===== src/rtl/wb_arbiter_if.sv =====
// wb_arbiter_if: write-back request/grant bundle between execution units and the regbank arbiter
interface wb_arbiter_if #(
  parameter int N_REQ = 5,
  parameter int TAG_W = 4
);
  logic [N_REQ-1:0]       i_req;
  logic [N_REQ*5-1:0]     i_addr;
  logic [N_REQ*32-1:0]    i_data;
  logic [N_REQ*TAG_W-1:0] i_tag;
  logic [TAG_W-1:0]       i_cur_tag;
  logic                   i_stall;
  logic [N_REQ-1:0]       o_gnt;
  logic                   o_we;
  logic [4:0]             o_waddr;
  logic [31:0]            o_wdata;
  logic [31:0]            o_release;
  logic [1:0]             o_state;
  modport slave (
    input  i_req, i_addr, i_data, i_tag, i_cur_tag, i_stall,
    output o_gnt, o_we, o_waddr, o_wdata, o_release, o_state
  );
  modport master (
    output i_req, i_addr, i_data, i_tag, i_cur_tag, i_stall,
    input  o_gnt, o_we, o_waddr, o_wdata, o_release, o_state
  );
endinterface


===== src/rtl/wb_arbiter.sv =====
// wb_arbiter: round-robin regbank write-port arbiter with stale-tag write suppression
module wb_arbiter #(
  parameter int N_REQ = 5,
  parameter int TAG_W = 4
) (
  input logic clk,
  input logic reset,
  wb_arbiter_if.slave bus
);
  localparam int PW = $clog2(N_REQ);
  typedef enum logic [1:0] {IDLE = 2'd0, GRANT = 2'd1, STALL = 2'd2} state_t;
  state_t           r_state, w_next;
  logic [N_REQ-1:0] r_gnt, w_elig;
  logic [PW-1:0]    r_ptr, w_win;
  logic             r_we, w_go;
  logic [4:0]       r_waddr, w_addr;
  logic [31:0]      r_wdata, r_rel, w_data;
  logic [TAG_W-1:0] w_tag;
  assign w_elig = bus.i_req & ~r_gnt;
  assign w_go   = (|w_elig) && !bus.i_stall;
  // Scan downward so the lowest offset from r_ptr is the final (winning) assignment
  always_comb begin
    w_win = '0;
    for (int i = N_REQ - 1; i >= 0; i--)
      if (w_elig[(int'(r_ptr) + i) % N_REQ]) w_win = PW'((int'(r_ptr) + i) % N_REQ);
  end
  assign w_addr = bus.i_addr[5*w_win +: 5];
  assign w_data = bus.i_data[32*w_win +: 32];
  assign w_tag  = bus.i_tag[TAG_W*w_win +: TAG_W];
  always_ff @(posedge clk or posedge reset)
    if (reset) r_state <= IDLE;
    else r_state <= w_next;
  always_comb w_next = !(|w_elig) ? IDLE : bus.i_stall ? STALL : GRANT;
  always_ff @(posedge clk or posedge reset) begin
    if (reset) begin
      r_gnt   <= '0;
      r_ptr   <= '0;
      r_we    <= 1'b0;
      r_waddr <= '0;
      r_wdata <= '0;
      r_rel   <= '0;
    end else if (w_go) begin
      r_gnt   <= N_REQ'(1) << w_win;
      r_ptr   <= (w_win == PW'(N_REQ - 1)) ? '0 : w_win + 1'b1;
      r_we    <= (w_addr != 5'd0) && (w_tag == bus.i_cur_tag);
      r_waddr <= w_addr;
      r_wdata <= w_data;
      r_rel   <= (w_addr != 5'd0) ? 32'(1) << w_addr : '0;
    end else begin
      r_gnt <= '0;
      r_we  <= 1'b0;
      r_rel <= '0;
    end
  end
  always_comb begin
    bus.o_gnt     = r_gnt;
    bus.o_we      = r_we;
    bus.o_waddr   = r_waddr;
    bus.o_wdata   = r_wdata;
    bus.o_release = r_rel;
    bus.o_state   = r_state;
  end
endmodule


===== src/flat_wrapper.sv =====
// flat-port wrapper written by rule: the top's interface ports become plain ports
module wb_arbiter_flat 
#(
  parameter int N_REQ = 5,
  parameter int TAG_W = 4
)
  (clk, reset, bus_i_req, bus_i_addr, bus_i_data, bus_i_tag, bus_i_cur_tag, bus_i_stall, bus_o_gnt, bus_o_we, bus_o_waddr, bus_o_wdata, bus_o_release, bus_o_state);
  wb_arbiter_if #(.N_REQ(N_REQ), .TAG_W(TAG_W)) bus_i ();
  input logic clk;
  input logic reset;
  input wire logic [$bits(bus_i.i_req)-1:0] bus_i_req;
  input wire logic [$bits(bus_i.i_addr)-1:0] bus_i_addr;
  input wire logic [$bits(bus_i.i_data)-1:0] bus_i_data;
  input wire logic [$bits(bus_i.i_tag)-1:0] bus_i_tag;
  input wire logic [$bits(bus_i.i_cur_tag)-1:0] bus_i_cur_tag;
  input wire logic [$bits(bus_i.i_stall)-1:0] bus_i_stall;
  output wire logic [$bits(bus_i.o_gnt)-1:0] bus_o_gnt;
  output wire logic [$bits(bus_i.o_we)-1:0] bus_o_we;
  output wire logic [$bits(bus_i.o_waddr)-1:0] bus_o_waddr;
  output wire logic [$bits(bus_i.o_wdata)-1:0] bus_o_wdata;
  output wire logic [$bits(bus_i.o_release)-1:0] bus_o_release;
  output wire logic [$bits(bus_i.o_state)-1:0] bus_o_state;
  assign bus_i.i_req = bus_i_req;
  assign bus_i.i_addr = bus_i_addr;
  assign bus_i.i_data = bus_i_data;
  assign bus_i.i_tag = bus_i_tag;
  assign bus_i.i_cur_tag = bus_i_cur_tag;
  assign bus_i.i_stall = bus_i_stall;
  assign bus_o_gnt = bus_i.o_gnt;
  assign bus_o_we = bus_i.o_we;
  assign bus_o_waddr = bus_i.o_waddr;
  assign bus_o_wdata = bus_i.o_wdata;
  assign bus_o_release = bus_i.o_release;
  assign bus_o_state = bus_i.o_state;
  wb_arbiter #(.N_REQ(N_REQ), .TAG_W(TAG_W)) u_core (.clk(clk), .reset(reset), .bus(bus_i));
endmodule

===== config.mk =====
export PLATFORM = sky130hd
export DESIGN_NAME = wb_arbiter_flat
export DESIGN_NICKNAME = d
export VERILOG_FILES = /design/src/rtl/wb_arbiter_if.sv /design/src/rtl/wb_arbiter.sv /design/src/flat_wrapper.sv
export SDC_FILE = /design/constraint.sdc
export NUM_CORES = 1
export LEC_CHECK = 0
export CAP_MARGIN = 0
export CELL_PAD_IN_SITES_DETAIL_PLACEMENT = 1
export CELL_PAD_IN_SITES_GLOBAL_PLACEMENT = 1
export CORE_ASPECT_RATIO = 0.7
export CORE_MARGIN = 8
export CORE_UTILIZATION = 31
export CTS_CLUSTER_SIZE = 12
export DETAILED_ROUTE_END_ITERATION = 10
export PLACE_DENSITY_LB_ADDON = 0.1
export SETUP_SLACK_MARGIN = 0.4
export SYNTH_ARGS = -nofsm -noshare
export SYNTH_HDL_FRONTEND = slang
export SYNTH_SLANG_ARGS = --single-unit

===== constraint.sdc =====
create_clock -name clk -period 7.3 [get_ports clk]
set_clock_uncertainty 0.1 [all_clocks]
set_input_delay 1.46 -clock clk [delete_from_list [all_inputs] [get_ports clk]]
set_output_delay 1.46 -clock clk [all_outputs]
set_load 0.02 [all_outputs]

==> impl_metrics.py <==
metrics = {
    "min_path": {
        "min_delay_path_depth": 2,
        "hold_path.class": "reg2reg",
        "hold_end": "u_core.bus.o_wdata[10]",
        "min_delay_startpoint": "u_core.bus.o_wdata[10]",
    },
    "timing": {
        "worst_pin_slew_ns": 0.935,
        "timing.final.crit_period_ns": 6.33,
        "hold_viol": 0,
        "final_cycle_share_pct": 86.7,
        "grt_setup_unrepaired": "false",
        "achievable-frequency_mhz": 158,
        "layout_setup_ws_ns": 0.971,
        "setup_violations": 0,
        "relative_slew_margins_pct": 37.7,
        "final_max_slew_viol_count": 0,
        "setup_tns_ns": 0,
    },
    "place": {
        "portBuffers": 293,
        "globalplace.congestion": 0.876,
        "dpl_worst_slack_ns": 0.916,
        "detailedPlacementHpwl_um": 22800,
        "placement.cell_area_um2": 9770,
    },
    "synth": {
        "netlist_area_um2": 6570,
        "netlist.top_cell.by_area": "dfrtp_1",
        "synth.most_common_cell": "mux2i_1",
        "synthDistinctLibCells": 80,
        "synthesized_net_count": 939,
        "synth-warning-count": 0,
        "synth_enable_flop_cells": 0,
        "avgSynthCellArea_um2": 9.45,
        "synth.top_cells.by_area": "dfrtp_1, mux2i_1, ha_1",
        "synthesis.instances": 695,
        "synthTopCellsByCount": "mux2i_1, dfrtp_1, nand2_1",
        "synth.top_cell.area_share_pct": 30.5,
        "synth-seq-area-share_pct": 30.5,
        "ffs_w_async_s_r_synth_pct": 100,
        "flops_latches_synth": 80,
        "synth_flop_cell": "dfrtp_1",
    },
    "critical_path": {
        "startpoint_type": "flip-flop",
        "worst_r2r_path_depth": 20,
        "worstPathMaxFanout": 30,
        "data_required_time_of_the_worst_path_ns": 7.44,
        "worst-endpoint-arrival_ns": 6.47,
        "worstSetupPathType": "reg2reg",
        "r2r_start": "u_core.r_ptr[2]",
        "critical_path.reg2reg.endpoint": "u_core.bus.o_release[2]",
        "crit_end_element": "flip-flop",
        "worst-r2r-setup-slack_ns": 0.97,
    },
    "route": {
        "routed_via_density": 5.18,
        "drt_wl_total_um": 27900,
        "top_signal_layer_used": "met4",
        "routed_wire_length_on_met3_um": 2260,
        "met2_wirelength_um": 12600,
        "routed_met1_length_um": 12700,
        "ant_nets": 0,
        "routed-via-count": 6502,
        "violation_count_after_the_first_detailed_routing_iteration": 430,
        "detail_route.wl_per_cell_um": 22.2,
        "remaining_routing_drc_violations": 0,
        "firstDrtPassIters": 5,
    },
    "floorplanning": {
        "io_pins": 294,
        "coreArea_um2": 20800,
        "start_util_pct": 31.6,
        "design.die.area_um2": 26200,
        "chipWidth_um": 190,
        "std_cell_rows": 44,
        "chipHeight_um": 138,
    },
    "final_layout": {
        "n_antenna_cell": 0,
        "nets": 1218,
        "register_area_um2": 2000,
        "syn2layout_area_growth_pct": 53.5,
        "layout.filler_cells": 2322,
        "multiInputGateArea_um2": 4310,
        "drive_gt1_share_pct": 6.64,
        "final_core_util_pct": 48.6,
        "area_of_all_placed_cells_without_fillers_um2": 10100,
    },
    "outcome": {
        "run_status": "finished, final reports clean",
    },
    "global_routing": {
        "gr-usage-all-layers_pct": 20.5,
        "global_route_wire_length_before_repair_um": 41300,
        "first_global_vias": 6804,
        "grt_start_max_net_pins": 77,
        "globalRoute.totalOverflow": 0,
        "antenna_violations_before_repair": 0,
    },
    "clock_network": {
        "clk_pin_slew_ns": 0.07,
        "cts-root-buf": "clkbuf_16",
        "clock_sink_count": 80,
        "tritoncts": "built",
        "cts.path.max_buffers": 2,
        "hold_buffers_post_cts": 0,
        "post-cts-setup-buffers": 0,
        "cts_htree_levels": 3,
        "numCtsBuffers": 9,
        "insertion_delay_ns": 0.35,
    },
    "job": {
        "max_cap_violations": 0,
    },
}
[registers in the layout, summed over array words and instances (netlist names)]
| register | count |
|---|---|
| u_core.bus.o_gnt | 5 |
| u_core.bus.o_we | 1 |
| u_core.bus.o_wdata | 32 |
| u_core.bus.o_state | 2 |
| u_core.r_ptr | 3 |
| u_core.bus.o_waddr | 5 |
| u_core.bus.o_release | 32 |
[cells by family after synthesis]
family	Yosys count	share of synthesized area [%]
simple gates	196	15.4
mux	166	25.7
compound gates	151	16.6
flops	80	30.5
buf+inv	58	4.12
fa+ha+maj	27	5.26
xor+xnor	16	2.36
other cells	1	0.0571
[cell usage in the layout, fill, tap and decap left out, types with 8 or more instances in the layout]
cell	Yosys	layout
a211oi_1	10	10
a21oi_1	15	15
and3_1	11	11
buf_4	5	13
clkbuf_16	0	9
clkdlybuf4s50_1	0	293
dfrtp_1	80	80
ha_1	26	26
inv_1	17	16
mux2i_1	158	158
nand2_1	61	61
nand2b_1	11	10
nand3_1	14	14
nor2_1	24	24
nor2b_1	10	10
nor3_1	32	32
o211ai_1	8	8
o21ai_0	50	49
xnor2_1	9	9
[metal layers]
layer	up-vias	track usage, %
met1	3122	26.9
met5	-	0
met3	21	6.93
met2	231	32.2
li1	3128	-
met4	0	4.68
[metrics by stage]
stage	hold WS, ns	std cells
after CTS	0.385	1255
after detailed placement	0.372	1239
after global placement	0.362	1239
final	0.377	1255
after global routing	0.406	1255
after floorplan	0.490	695
[worst max path at each step]
stage | from | endpoint | slack, ns | depth (start not counted)
5_1_grt | u_core.r_ptr[2] | u_core.bus.o_we | 0.62 | 21
3_5_place_dp | u_core.r_ptr[2] | u_core.bus.o_we | 0.92 | 21
4_1_cts | u_core.r_ptr[2] | u_core.bus.o_release[3] | 0.87 | 20
2_1_floorplan | u_core.r_ptr[2] | u_core.bus.o_release[19] | 2.05 | 20
3_3_place_gp | u_core.r_ptr[2] | u_core.bus.o_release[2] | 1.12 | 20
6_report | u_core.r_ptr[2] | u_core.bus.o_release[2] | 0.97 | 20
[what timing repair did]
| action | in CTS | in global routing |
|---|---|---|
| hold endpoints to repair | 0 | 0 |
| endpoints found under the setup margin | 0 | 1 |
| resized for setup | 0 | 1 |
[critical path, cell delays in order (launching register included)]
cell and delay, ns:
dfrtp_1 0.56, inv_1 0.17, ha_1 0.40, o21ai_1 0.40
nand2_1 0.12, xnor2_1 0.22, ha_1 0.20, fa_1 0.16
a21boi_0 0.46, nand4_1 0.23, and2_1 0.24, mux2i_1 0.15
a211oi_1 0.40, o211ai_1 0.25, a32oi_4 0.29, buf_4 0.51
mux2i_1 0.30, nor2_1 0.10, nor3_2 0.15, nand2_1 0.41
nor4_1 0.37
[area by class of cell]
cell class,instances,share of cell area (%)
clock inverter,7,0.857
timing repair buffer,306,30.1
inverter,20,0.757
tap,276,3.43
sequential,80,19.9
clock buffer,9,2.23
multi-input combinational,557,42.8
Power is left out: the tool's default activity adds up to more than one toggle a clock period on the data nets, which glitch-free logic cannot reach.
